[src/rtl/tl_pkg.sv]
// Shared definitions for the traffic-light phase sequencer.
// Holds the state encoding and the lamp vector for each state.
// The lamp bits are ordered {HG, HY, HR, FG, FY, FR}.
package tl_pkg;

    typedef enum logic [2:0] {
        S_HG  = 3'd0,
        S_HY  = 3'd1,
        S_AR1 = 3'd2,
        S_FG  = 3'd3,
        S_FY  = 3'd4,
        S_AR2 = 3'd5
    } state_t;

    localparam logic [5:0] LAMP_HG  = 6'b100_001;
    localparam logic [5:0] LAMP_HY  = 6'b010_001;
    localparam logic [5:0] LAMP_AR1 = 6'b001_001;
    localparam logic [5:0] LAMP_FG  = 6'b001_100;
    localparam logic [5:0] LAMP_FY  = 6'b001_010;
    localparam logic [5:0] LAMP_AR2 = 6'b001_001;

    // Illegal codes show highway green: they fall back to S_HG on the next edge.
    function automatic logic [5:0] lamps_of(input state_t s);
        case (s)
            S_HG:    lamps_of = LAMP_HG;
            S_HY:    lamps_of = LAMP_HY;
            S_AR1:   lamps_of = LAMP_AR1;
            S_FG:    lamps_of = LAMP_FG;
            S_FY:    lamps_of = LAMP_FY;
            S_AR2:   lamps_of = LAMP_AR2;
            default: lamps_of = LAMP_HG;
        endcase
    endfunction

endpackage

[src/rtl/tl_phase_timer.sv]
// Phase timer: counts enabled cycles spent in the current state.
// Ports:
//   clk   - system clock
//   reset - synchronous active-high reset, clears the count
//   en    - count enable; nothing changes while low
//   clr   - clear the count (takes effect only with en)
//   cnt   - current count, saturating at 2^CNT_W-1
module tl_phase_timer #(
    parameter int CNT_W = 4
) (
    input  logic             clk,
    input  logic             reset,
    input  logic             en,
    input  logic             clr,
    output logic [CNT_W-1:0] cnt
);

    logic [CNT_W-1:0] cnt_q;
    logic [CNT_W-1:0] cnt_d;

    always_comb begin
        cnt_d = cnt_q;
        if (en) begin
            if (clr) begin
                cnt_d = '0;
            end else if (cnt_q != {CNT_W{1'b1}}) begin
                cnt_d = cnt_q + 1'b1;
            end
        end
    end

    always_ff @(posedge clk) begin
        if (reset) begin
            cnt_q <= '0;
        end else begin
            cnt_q <= cnt_d;
        end
    end

    assign cnt = cnt_q;

endmodule

[src/rtl/tl_phase_sequencer.sv]
// Highway / farm-road lamp sequencer with car sensor, latched pedestrian
// request and emergency preemption.
// Ports:
//   clk, reset        - clock and synchronous active-high reset
//   enable            - when low, state, timer and ped latch freeze
//   car, ped_req, emg - farm car sensor, ped button, emergency preempt
//   HG HY HR FG FY FR - lamp drivers (registered, Moore)
//   ped_walk          - high while in S_FG
//   ST                - current state code
//
// state | meaning
// S_HG  | highway green, farm red (rest state)
// S_HY  | highway yellow
// S_AR1 | all red before farm green
// S_FG  | farm green, pedestrian walk
// S_FY  | farm yellow
// S_AR2 | all red before highway green
module tl_phase_sequencer
    import tl_pkg::*;
#(
    parameter int CNT_W  = 4,
    parameter int HG_MIN = 8,
    parameter int FG_MAX = 6,
    parameter int YEL    = 2,
    parameter int ALLRED = 1
) (
    input  logic       clk,
    input  logic       reset,
    input  logic       enable,
    input  logic       car,
    input  logic       ped_req,
    input  logic       emg,
    output logic       HG,
    output logic       HY,
    output logic       HR,
    output logic       FG,
    output logic       FY,
    output logic       FR,
    output logic       ped_walk,
    output logic [2:0] ST
);

    localparam logic [CNT_W-1:0] HG_LAST  = CNT_W'(HG_MIN - 1);
    localparam logic [CNT_W-1:0] FG_LAST  = CNT_W'(FG_MAX - 1);
    localparam logic [CNT_W-1:0] YEL_LAST = CNT_W'(YEL - 1);
    localparam logic [CNT_W-1:0] AR_LAST  = CNT_W'(ALLRED - 1);

    state_t           state_q, state_d, state_nxt;
    logic             ped_pend_q, ped_pend_d;
    logic [5:0]       lamps_q, lamps_d;
    logic             walk_q, walk_d;
    logic [CNT_W-1:0] timer;
    logic             timer_clr;

    always_comb begin
        state_nxt = state_q;
        case (state_q)
            S_HG:  if (timer >= HG_LAST && (car || ped_pend_q) && !emg) state_nxt = S_HY;
            S_HY:  if (timer == YEL_LAST) state_nxt = S_AR1;
            S_AR1: if (timer == AR_LAST)  state_nxt = emg ? S_AR2 : S_FG;
            // Leave farm green on preempt, when demand is gone after the
            // 2-cycle minimum, or at the cap.
            S_FG:  if (emg || (!car && !ped_pend_q && timer != '0) || timer == FG_LAST)
                       state_nxt = S_FY;
            S_FY:  if (timer == YEL_LAST) state_nxt = S_AR2;
            S_AR2: if (timer == AR_LAST)  state_nxt = S_HG;
            default: state_nxt = S_HG;
        endcase
    end

    always_comb begin
        state_d    = enable ? state_nxt : state_q;
        ped_pend_d = ped_pend_q;
        lamps_d    = lamps_q;
        walk_d     = walk_q;
        if (enable) begin
            // Entering farm green serves the request; that wins over a new press.
            if (state_d == S_FG && state_q != S_FG) begin
                ped_pend_d = 1'b0;
            end else if (ped_req) begin
                ped_pend_d = 1'b1;
            end
            lamps_d = lamps_of(state_d);
            walk_d  = (state_d == S_FG);
        end
    end

    assign timer_clr = enable && (state_d != state_q);

    always_ff @(posedge clk) begin
        if (reset) begin
            state_q    <= S_HG;
            ped_pend_q <= 1'b0;
            lamps_q    <= LAMP_HG;
            walk_q     <= 1'b0;
        end else begin
            state_q    <= state_d;
            ped_pend_q <= ped_pend_d;
            lamps_q    <= lamps_d;
            walk_q     <= walk_d;
        end
    end

    tl_phase_timer #(
        .CNT_W (CNT_W)
    ) u_timer (
        .clk   (clk),
        .reset (reset),
        .en    (enable),
        .clr   (timer_clr),
        .cnt   (timer)
    );

    assign {HG, HY, HR, FG, FY, FR} = lamps_q;
    assign ped_walk = walk_q;
    assign ST       = state_q;

endmodule
[config.mk]
export PLATFORM = sky130hd
export DESIGN_NAME = tl_phase_sequencer
export DESIGN_NICKNAME = d
export VERILOG_FILES = /design/src/rtl/tl_pkg.sv /design/src/rtl/tl_phase_timer.sv /design/src/rtl/tl_phase_sequencer.sv
export SDC_FILE = /design/constraint.sdc
export NUM_CORES = 1
export LEC_CHECK = 0
export ABC_AREA = 1
export ABC_CLOCK_PERIOD_IN_PS = 4700
export CELL_PAD_IN_SITES_DETAIL_PLACEMENT = 0
export CELL_PAD_IN_SITES_GLOBAL_PLACEMENT = 1
export CORE_MARGIN = 5
export CORE_UTILIZATION = 45
export CTS_CLUSTER_DIAMETER = 200
export CTS_CLUSTER_SIZE = 12
export DETAILED_ROUTE_END_ITERATION = 12
export DONT_BUFFER_PORTS = 1
export PLACE_DENSITY = 0.93
export SYNTH_ARGS = -nofsm -noshare
export SYNTH_HDL_FRONTEND = slang
export SYNTH_HIERARCHICAL = 1
export SYNTH_SLANG_ARGS = --single-unit
[constraint.sdc]
create_clock -name clk -period 4.7 [get_ports clk]
set_input_delay 0.47 -clock clk [delete_from_list [all_inputs] [get_ports clk]]
set_output_delay 0.47 -clock clk [all_outputs]
set_load 0.02 [all_outputs]
; After elaboration in Yosys (flattened, before gate mapping)
; Index checks and enable logic that the tools add are counted.
[word_totals]
register_bits = 15
input_bits = 6
out_inout_bits = 10
elab_cells = 56
[op_classes]
addsub = 1
n_lt_le_gt_ge = 1
n_eq_ne = 15
mux = 14
reduce_logical = 20
[op_table]
columns = cell, count
row1 = $mux W3, 8
row2 = $pmux W6 S4, 1
row3 = $pmux W3 S6, 1
row4 = $eq A3 B2 Y1 const B, 4
row5 = $eq A3 B3 Y1 const B, 4
row6 = $mux W4, 2
row7 = $eq A3 B1 Y1 const B, 2
row8 = $logic_and A1 B1 Y1, 6
row9 = $add A4 B1 Y4 const B, 1
row10 = $eq A4 B1 Y1 const B, 1
row11 = $eq A4 B3 Y1 const B, 1
row12 = $ge A4 B3 Y1 const B, 1
row13 = $logic_not A4 Y1, 1
row14 = $ne A4 B4 Y1 const B, 1
row15 = $reduce_and A2 Y1, 2
row16 = $reduce_bool A2 Y1, 2
row17 = $reduce_bool A4 Y1, 1
row18 = $logic_not A1 Y1, 3
row19 = $logic_not A3 Y1, 1
row20 = $logic_or A1 B1 Y1, 3
row21 = $ne A3 B2 Y1 const B, 1
row22 = $ne A3 B3 Y1, 1
row23 = $mux W1, 2
row24 = $reduce_or A2 Y1, 1

; Logic depth before layout (Yosys ltp)
[depth]
ltp_word = 12
depth_mapped = 17
mapped_depth_nobuf = 17

; Cells and area by module
; Netlist, hierarchy kept.
[modules_own_cells]
columns = module, instances, cells_per_inst, area_each_um2, seq_area_each_um2
row1 = tl_phase_sequencer, 1, 121, 732.0, 200.2
row2 = tl_phase_timer, 1, 34, 226.5, 80.1

; Worst setup path after synthesis
; Ideal clock, no wire load.
[synth_path]
path_kind = reg-to-reg
start = reg state_q[1], in the netlist ST[1]
end = reg u_timer.cnt_q[2], in the netlist u_timer/cnt[2]
arrival_ps = 1786
required_ps = 4585
setup_slack_ps = 2798
stages_incl_launch_ff = 18
cell_sequence = dfxtp_1 inv_2 nand2_1 nor2_1 nand2_1 nand2_1 inv_1 nand2_2 o21ai_2 nand2_1 o21ai_0 inv_1 o21ai_1 nor2_2 nand2_2 nand2_2 o21ai_0 inv_1
[synth_via]
elab_chain_cells = 7
[synth_lines]
columns = element, line
row1 = from (decl), tl_phase_sequencer.sv:48  ; state_t state_q, state_d, state_nxt;
row2 = from (signal assigned), tl_phase_sequencer.sv:97  ; state_q <= state_d;
row3 = $eq A3 B3 Y1 (tied with other cells), tl_phase_sequencer.sv:57  ; case (state_q)
row4 = $pmux W3 S6, tl_phase_sequencer.sv:57
row5 = $mux W3, tl_phase_sequencer.sv:72  ; state_d = enable ? state_nxt : state_q;
row6 = $ne A3 B3 Y1 *, tl_phase_sequencer.sv:88  ; assign timer_clr = enable && (state_d != state_q);
row7 = $logic_and A1 B1 Y1 *, tl_phase_sequencer.sv:88
row8 = net timer_clr, tl_phase_sequencer.sv:53  ; logic timer_clr;
row9 = $reduce_bool A2 Y1 (no source line), -
row10 = $reduce_and A2 Y1 (no source line), -
row11 = to (signal assigned), tl_phase_timer.sv:36  ; cnt_q <= cnt_d;
row12 = to (decl), tl_phase_timer.sv:18  ; logic [CNT_W-1:0] cnt_q;
; Mark *: on every way through the listed nets, which the timed path passes. The rest lies on a longest branch.
; A chain may end at the register's enable or synchronous reset.

; Worst setup path after layout
; Same ends and word-level chain as after synthesis.

==> impl_results.md <==
- Run status: completed
- Fin. max-slew vios: 0
- Net Count, Synth: around 160
- Syn Area/Cell: between 6 and 7 sq um
- MaxCap Viol Count: 0
- DRC: 0
- Crit Path Category: flip-flop to flip-flop
- Clock tree buffer depth: 2
- Clk slew on worst S/H paths: ~90 ps
- Layout cell share with drive strength beyond 1: between 10% and 20%
- Post-route ant nets: 0
- Delay-heaviest family, CP: simple AND/OR/NAND/NOR gates
- CP endpoint kind: flip-flop
- Latest clock arrival within the worst-skew pair: between 200 and 300 ps
- Die height: about 56 um
- Critical path, cell by cell: inv_2, nand2_1, nor2_1, o21ai_0, nand4_1, nand2_1, nor2_1, o21ai_1, nor2_2, nand2_2, nand2_2, o21ai_0, inv_1
- First-pass GRT wire length: 3860 um
- Post-CTS Resized: 0
- Ys flop type: dfxtp_1
- Buf/Inv on CP: 2
- Netlist area before placement: approximately 960 sq um
- Num Clock Sinks: 14
- CP startpoint kind: flip-flop
- Sequential area share after synthesis: between 20% and 30%
- Ports: 16
- Worst Tran Pin Value: roughly 500 ps
- Initial antenna violation count: 0
- Most frequent cell after synthesis: nand2_1
- Num rows: 16
- Final Hold Fails: 0
- Final nets: ~160
- Highest clock rate: between 0.4 and 0.5 GHz
- Critical path depth in cells: 13
- Hold Buf Count CTS: 0
- Pre-antenna DRT Iters: 6
- CTS tree: done
- Routed wire length per instance: 12.0 um
- Via/cell ratio: 5.07
- Reg2Reg Depth: 13
- Worst slew margin: between 60% and 70%
- RSZ-0062 raised after global routing: false
- Critical path peak fanout: 7
- Max VDD drop: 0.260 mV
- Worst EP arrival: about 2400 ps
- Netlist cell types: 20
- Initial detailed-routing violation count: 30
- Post-synth EDFFs: 0
- Final GP Congestion: around 0.83
- Required @ worst endpoint: about 4900 ps
- Synthesized flop and latch total: 14
- Total CTS buffers: 3
- Area grow syn2layout: 3.79%
- GRT Util Overall: between 10% and 20%
- Hold Crit Class: primary input to flip-flop
- Synth cell count leaders: 40 x nand2_1, 22 x inv_1, 18 x nor2_1, 14 x a21oi_1, 14 x dfxtp_1
- Min Tclk post-route: 2250 ps
- Width of the die: around 56 um
- Pre-CTS setup slack: between 2000 and 2500 ps
- Top-area cell type share of the netlist area: about 30%
- ANT cells: 0
- Total power: between 200 and 300 uW
- Root Driver: clkbuf_4
- Clock Skews: roughly 6.5 ps
- Critical path's slowest cell: dfxtp_1
- Finish-stage setup viols: 0
- Core area: between 2000 and 2500 sq um
- Final period utilization: a little under half
- Leading area contributor after synthesis: dfxtp_1
- Worst hold path stage count: 1
- Pwr/cell area: 295 nW/um^2
- Postcts setup bufs: 0
- Leakage Power: about 0.48 nW
- Total negative slack: 0 ps
- Initial Util: between 40% and 50%
- H-tree depth: 1
- Die footprint: 3150 sq um
- Number of global-route vias before repair: 874
- Largest net degree at the start of global routing: 17
- GRT overflow: 0
- Slowest cell delay on critical path: roughly 590 ps
- Via count: roughly 900
- Synth Instances: between 150 and 200
- Fin worst setup slack: 2450 ps
- Hpwl dp: 1640 um
- Synth warnings: 6
- FILL cells: ~210
- Top post-synthesis cells by area: dfxtp_1 29%, nand2_1 16%, inv_1 8.6%, a21oi_1 7.3%, nor2_1 7.0%
- Drt total wl: approximately 2200 um
- # port buffers: 0
- Async S/R FF share, synth: 0%
==> final cells by class <==
cell class	count	area (sq um)	share of cell area (%)
clock buffer	4	36.3	3.65
tap	27	33.8	3.40
multi-input combinational	113	554	55.7
sequential	14	280	28.2
inverter	24	90.1	9.06
==> worst reg2reg max path, cell delays in order, from the launching register on <==
cell and delay (ps):
dfxtp_1 590, inv_2 140, nand2_1 110, nor2_1 60, o21ai_0 290, nand4_1 140, nand2_1 130, nor2_1 60
o21ai_1 220, nor2_2 80, nand2_2 70, nand2_2 60, o21ai_0 150, inv_1 50
==> final timing paths <==
check | from | end | slack (ps)
worst max-delay path | ST[1]$_SDFF_PP0_ | u_timer/cnt[2]$_SDFFE_PP0P_ | 2450
worst min register to register | u_timer/cnt[3]$_SDFFE_PP0P_ | u_timer/cnt[3]$_SDFFE_PP0P_ | 540
worst max register to register | ST[1]$_SDFF_PP0_ | u_timer/cnt[2]$_SDFFE_PP0P_ | 2450
worst min-delay path | reset | lamps_q[1]$_SDFFE_PP0P_ | 240
==> metal layers <==
metal	vias up	routed length (um)	track usage, %	share of wire (%)
met3	4	151	5.10	6.9
li1	488	-	-	-
met4	0	29	4.75	1.3
met5	-	0	0	0
met1	399	964	18.8	44
met2	32	1030	24.2	47
==> kinds of logic (layout without fill, tap and decap cells) <==
group	count (synthesis)	after routing	synth area share, %
buffers and inverters	28	28	12.9
flip-flops	14	14	29.2
AO/OA/AOI/OAI	22	22	11.9
adder cells (fa/ha/maj)	1	1	1.31
AND/OR/NAND/NOR	90	90	44.6
==> where the power goes <==
part / switching (mW) / leakage (nW) / total, mW / internal, mW
Sequential: 0.0178 / 0.115 / 0.144 / 0.126
Clock: 0.0412 / 0.0210 / 0.0883 / 0.0471
Combinational: 0.0403 / 0.342 / 0.0608 / 0.0204
Total: 0.0993 / 0.478 / 0.293 / 0.194
==> cell usage in the layout, fill, tap and decap left out, drive strengths merged <==
master,n
a21oi,14
clkbuf,4
dfxtp,14
ha,1
inv,24
nand2,49
nand3,15
nand4,4
nor2,20
nor3,2
o21ai,8
==> registers in the layout (all words and copies together), names as in the netlist <==
name	count
lamps_q	6
u_timer/cnt	4
ped_pend_q	1
ST	3
==> per-stage QoR <==
step                std cells  hold slack (ps)  cell area (sq um)  util (%)
finish                    182              242                995      49.7
global route              182              226                995      49.7
CTS                       182              233                995      49.7
detailed placement        178              526                958      47.9
global placement          178              526                958      47.9
floorplan                 155              488                958         -
(Power assumes the default switching activity.)
